`config.mk`:
```
export PLATFORM = sky130hd
export DESIGN_NAME = lzc_norm_arbiter
export DESIGN_NICKNAME = d
export VERILOG_FILES = /design/src/rtl/lzc_norm_arbiter_pkg.sv /design/src/rtl/lzc_norm_arbiter_count32.sv /design/src/rtl/lzc_norm_arbiter.sv
export SDC_FILE = /design/constraint.sdc
export NUM_CORES = 1
export LEC_CHECK = 0
export CORE_AREA = 5 5 123 125
export DETAILED_ROUTE_END_ITERATION = 7
export DIE_AREA = 0 0 128 130
export GPL_ROUTABILITY_DRIVEN = 0
export GPL_TIMING_DRIVEN = 0
export HOLD_SLACK_MARGIN = 0.12
export PLACE_DENSITY = 0.75
export SLEW_MARGIN = 20
export SYNTH_ARGS = -nofsm -noshare
export SYNTH_HDL_FRONTEND = slang
export SYNTH_HIERARCHICAL = 1
export SYNTH_SLANG_ARGS = --single-unit
```
`constraint.sdc`:
```
create_clock -name CLK -period 4.5 [get_ports CLK]
set_input_delay 0.9 -clock CLK [delete_from_list [all_inputs] [get_ports CLK]]
set_output_delay 0.9 -clock CLK [all_outputs]
set_load 0.02 [all_outputs]
```
`src/rtl/lzc_norm_arbiter_pkg.sv`:
```
// Shared constants and the round-robin pick helper for the LZC/normalize arbiter.
package lzc_arb_pkg;

  localparam int LZC_W   = 32;
  localparam int CNT_W   = 6;
  localparam int MAX_REQ = 8;

  // Returns a one-hot vector selecting the first set bit of req, searching
  // upward from ptr and wrapping modulo n. Bits at or above n are ignored.
  function automatic logic [MAX_REQ-1:0] rr_pick(input logic [MAX_REQ-1:0] req,
                                                 input logic [2:0]         ptr,
                                                 input int                 n);
    logic [MAX_REQ-1:0] g;
    logic               found;
    int                 idx;
    g     = '0;
    found = 1'b0;
    for (int k = 0; k < MAX_REQ; k++) begin
      idx = (int'(ptr) + k) % n;
      if (k < n && !found && req[idx]) begin
        g[idx] = 1'b1;
        found  = 1'b1;
      end
    end
    return g;
  endfunction

endpackage

```
`src/rtl/lzc_norm_arbiter_count32.sv`:
```
// Combinational 32-bit leading-zero counter built from two 16-bit halves.
module lzc_count32
  import lzc_arb_pkg::*;
(
  input  logic [LZC_W-1:0] din,
  output logic [CNT_W-1:0] count,
  output logic             all_zero
);

  logic [4:0] lz_hi;
  logic [4:0] lz_lo;
  logic       hi_zero;
  logic       lo_zero;

  // Per-half priority scan; the highest set bit is visited last and wins.
  always_comb begin
    lz_hi = 5'd16;
    lz_lo = 5'd16;
    for (int i = 0; i < 16; i++) begin
      if (din[16+i]) lz_hi = 5'(15 - i);
      if (din[i])    lz_lo = 5'(15 - i);
    end
  end

  assign hi_zero  = (din[31:16] == 16'h0);
  assign lo_zero  = (din[15:0]  == 16'h0);
  assign all_zero = hi_zero & lo_zero;
  // An all-zero operand yields 16 + 16 = 32 through the lower-half path.
  assign count    = hi_zero ? (6'd16 + {1'b0, lz_lo}) : {1'b0, lz_hi};

endmodule

```
`src/rtl/lzc_norm_arbiter.sv`:
```
// Round-robin shared LZC/normalize unit with a two-stage valid/ready pipeline.
module lzc_norm_arbiter
  import lzc_arb_pkg::*;
#(
  parameter int NREQ = 4,
  parameter int IDW  = 2
) (
  input  logic                  CLK,
  input  logic                  RESET,
  input  logic [NREQ-1:0]       req_valid,
  input  logic [NREQ*LZC_W-1:0] req_data,
  output logic [NREQ-1:0]       req_ready,
  output logic                  out_valid,
  input  logic                  out_ready,
  output logic [IDW-1:0]        out_id,
  output logic [CNT_W-1:0]      out_count,
  output logic [LZC_W-1:0]      out_norm,
  output logic                  out_zero
);

  logic                s1_valid_q, s1_valid_d;
  logic [IDW-1:0]      s1_id_q,    s1_id_d;
  logic [LZC_W-1:0]    s1_data_q,  s1_data_d;
  logic [IDW-1:0]      ptr_q,      ptr_d;
  logic                out_valid_q, out_valid_d;
  logic [IDW-1:0]      out_id_q,    out_id_d;
  logic [CNT_W-1:0]    out_count_q, out_count_d;
  logic [LZC_W-1:0]    out_norm_q,  out_norm_d;
  logic                out_zero_q,  out_zero_d;

  logic                adv1, adv2;
  logic [MAX_REQ-1:0]  pick;
  logic [NREQ-1:0]     grant;
  logic [2:0]          gnt_idx;
  logic [LZC_W-1:0]    sel_data;
  logic [CNT_W-1:0]    lzc_cnt;
  logic                lzc_zero;

  lzc_count32 u_lzc (
    .din      (s1_data_q),
    .count    (lzc_cnt),
    .all_zero (lzc_zero)
  );

  // Stall chain, round-robin grant and operand select.
  always_comb begin
    adv2     = ~out_valid_q | out_ready;
    adv1     = ~s1_valid_q | adv2;
    pick     = rr_pick(MAX_REQ'(req_valid), 3'(ptr_q), NREQ);
    grant    = (adv1 && !RESET) ? pick[NREQ-1:0] : '0;
    gnt_idx  = 3'd0;
    for (int i = 0; i < MAX_REQ; i++) begin
      if (pick[i]) gnt_idx = 3'(i);
    end
    sel_data = '0;
    for (int i = 0; i < NREQ; i++) begin
      if (pick[i]) sel_data = req_data[i*LZC_W +: LZC_W];
    end
  end

  assign req_ready = grant;

  // Next-state for both pipeline stages and the round-robin pointer.
  always_comb begin
    s1_valid_d  = s1_valid_q;
    s1_id_d     = s1_id_q;
    s1_data_d   = s1_data_q;
    ptr_d       = ptr_q;
    out_valid_d = out_valid_q;
    out_id_d    = out_id_q;
    out_count_d = out_count_q;
    out_norm_d  = out_norm_q;
    out_zero_d  = out_zero_q;
    if (adv1) begin
      s1_valid_d = |grant;
      s1_id_d    = IDW'(gnt_idx);
      s1_data_d  = sel_data;
    end
    if (|grant) begin
      ptr_d = (gnt_idx == 3'(NREQ - 1)) ? '0 : IDW'(gnt_idx + 3'd1);
    end
    if (adv2) begin
      out_valid_d = s1_valid_q;
      out_id_d    = s1_id_q;
      out_count_d = lzc_cnt;
      out_zero_d  = lzc_zero;
      out_norm_d  = lzc_zero ? '0 : (s1_data_q << lzc_cnt);
    end
  end

  // State registers; reset discards anything in flight.
  always_ff @(posedge CLK or posedge RESET) begin
    if (RESET) begin
      s1_valid_q  <= 1'b0;
      s1_id_q     <= '0;
      s1_data_q   <= '0;
      ptr_q       <= '0;
      out_valid_q <= 1'b0;
      out_id_q    <= '0;
      out_count_q <= '0;
      out_norm_q  <= '0;
      out_zero_q  <= 1'b0;
    end else begin
      s1_valid_q  <= s1_valid_d;
      s1_id_q     <= s1_id_d;
      s1_data_q   <= s1_data_d;
      ptr_q       <= ptr_d;
      out_valid_q <= out_valid_d;
      out_id_q    <= out_id_d;
      out_count_q <= out_count_d;
      out_norm_q  <= out_norm_d;
      out_zero_q  <= out_zero_d;
    end
  end

  assign out_valid = out_valid_q;
  assign out_id    = out_id_q;
  assign out_count = out_count_q;
  assign out_norm  = out_norm_q;
  assign out_zero  = out_zero_q;

endmodule
```
==> metrics <==
clk_lat worst skew=0.34 ns; Detailed Place HPWL=16900 µm; Final Cell Area=8480 µm²; Fillers=1204; multi-input logic area=3770 µm²; Post-synth ARST share=100%; Avg Cell Area, Syn=9.07 µm²; Worst Tran Pin Value=1.05 ns; largest family of logic cells by synthesized area=compound AO/OA/AOI/OAI gates; Crit Path Class=in2out; Post-Route Utilization=61.6%; simple-gate share of the synthesized area=15.5%; total grt overflow=0; dpl cell area=8160 µm²; setup TNS=0 ns; Placed Cells=1034; RSZ-0062 raised after global routing=true; met3 routed WL=2040 µm; Synth Area in XOR/XNOR=0%; remaining antenna violation count=0; Final Setup Violations=0; Max IR drop VDD=0.000374 V; number of synthesized flops with an enable pin=0; global-route wire length before repair=33200 µm; net count after synthesis=815; clock buffer depth=2; met2 WL post-DR=9980 µm; All-Layer GR Usage=25.1%; DRC Markers=0; post-DR wirelength/cell=20.1 µm; Cell Area, Synth=6110 µm²; cts hold-fix bufs=0; layout cells sized above 1=11.0%; CP startpoint kind=input pin; Power Total=7.68 mW; top layer used by detailed routing=met4; most frequent cells in the layout=177 x clkdlybuf4s50_1, 85 x nand2_1, 77 x dfrtp_1; WL final=21100 µm; Die H=130 µm; Min-Delay Path Class=reg2reg; First-pass DRT Iterations=5; Final Critical Period=4.44 ns; Critical Path AT=3.54 ns; Fmax=0.225 GHz; htree depth=3; critical-path maximum fanout=10; Compound-Gate Fraction of Synth Area=29.1%; final hold violations=0; CTS tree=yes; via count of the first global-routing pass=6482; Clock Tree Root=clkbuf_16; Synth Flop Type=dfrtp_1; # IOs=181; Clock transition at path regs=0.06 ns; I/O Buffers=180; Slew headroom=29.7%; Cells after Synth=673; top post-synthesis cells by area=dfrtp_1 32%, mux4_2 10%, nand2_1 5.3%; Power Density=905 nW/µm²; commonest non-fill, non-tap cell in the layout=clkdlybuf4s50_1; Slew Limit Fails=0; Area Growth Syn to Fin=39.0%; library cells used by synthesis=61; width of the die=128 µm; Final period util=98.6%; vias=6457; nets@finish=1007; initial core utilization=44.3%; sequential area share after synthesis=32.4%; CP required=3.60 ns; # diodes=0; max_cap viols=0; FF+latch count, synth=79; Core ar.=13800 µm²; LEAKAGE=3.32 nW; total die area=16600 µm²; CP endpoint kind=output port; largest net degree at the start of global routing=46; Finished Layout Cells=1049; cts bufs inserted=9; register area=1980 µm²; Setup Skew=0.00817 ns; initial antenna violation count=0; status=completed; drt via density=6.16; Cell Rows=43; Synth top area share=32.4%; M1 wire length=8220 µm; multiplexer area fraction after synthesis=15.4%; 1st-iter DRT viols=505; Synth Area in Adders=1.43%; clock tree sinks=79; YS warnings=6; cell taking the most area after synthesis=dfrtp_1
==> kinds of logic after synthesis <==
group / after synthesis
compound gates: 234
mux: 59
flops: 79
buf+inv: 94
simple gates: 200
fa+ha+maj: 7
==> flip-flops by register name (all words and copies together) (netlist names) <==
| signal | flops |
|---|---|
| out_norm | 32 |
| s1_data_q | 32 |
| out_count | 6 |
| out_id | 2 |
| ptr_q | 2 |
| s1_id_q | 2 |
| out_valid | 1 |
| out_zero | 1 |
| s1_valid_q | 1 |
==> critical path, stage by stage <==
cell and delay [ns]:
clkdlybuf4s50_1 0.47, mux4_2 0.62, nor4b_4 0.37, nand2_2 0.17, and2_1 0.16, buf_2 0.17, buf_2 0.20, nor3_1 0.19
clkdlybuf4s15_2 0.29
==> cell usage after synthesis, drive strengths merged (18+ instances only) <==
| cell | number |
|---|---|
| dfrtp | 79 |
| nor2 | 49 |
| a211oi | 18 |
| mux4 | 27 |
| nor3 | 20 |
| a21oi | 19 |
| o21ai | 47 |
| a21boi | 33 |
| o221ai | 26 |
| a311oi | 23 |
| inv | 35 |
| mux2i | 22 |
| clkbuf | 46 |
| nand2 | 86 |
==> report_power, final <==
part	total (mW)	internal (mW)	switching (mW)
sequential	1.56	1.10	0.460
clock	0.740	0.456	0.284
combinational	5.38	2.41	2.97
total	7.68	3.97	3.71
==> layer usage <==
layer	vias up	GRT usage (%)
li1	2950	-
met1	3037	31.1
met2	399	40.8
met3	71	6.79
met4	0	12.1
met5	-	0
==> final cells by class <==
| type | instances | share of cell area (%) |
|---|---|---|
| timing repair buffer | 184 | 21.6 |
| buffer | 56 | 2.82 |
| tap | 180 | 2.65 |
| sequential | 79 | 23.3 |
| clock buffer | 12 | 3.02 |
| inverter | 35 | 1.58 |
| clock inverter | 3 | 0.501 |
| multi-input combinational | 500 | 44.5 |
==> final timing paths <==
| path | startpoint | endpoint | slack [ns] | cells past startpoint |
|---|---|---|---|---|
| worst max register to register | s1_data_q[21] | out_norm[30] | 0.44 | 12 |
| min in group asynchronous | RESET | s1_data_q[13] | 1.06 | 2 |
| worst min-delay path | out_norm[30] | out_norm[30] | 0.47 | 2 |
| max in group asynchronous | RESET | out_norm[24] | 2.83 | 3 |
| worst min register to register | out_norm[30] | out_norm[30] | 0.47 | 2 |
| worst max-delay path | req_valid[2] | req_ready[2] | 0.06 | 9 |
==> per-stage QoR <==
stage	hold WS (ns)	worst slack, ns
after floorplan	0.454	0.570
after detailed placement	0.468	-0.531
after CTS	0.481	0.00980
after global placement	0.457	-0.475
final	0.474	0.0612
after global routing	0.510	-0.107
==> repair_timing <==
item	CTS	global route
buffers inserted	2	1
pin swaps	1	1
setup endpoints to repair	4	8
gates resized for setup	10	12
Note: power is estimated with default switching activity, not from simulation.
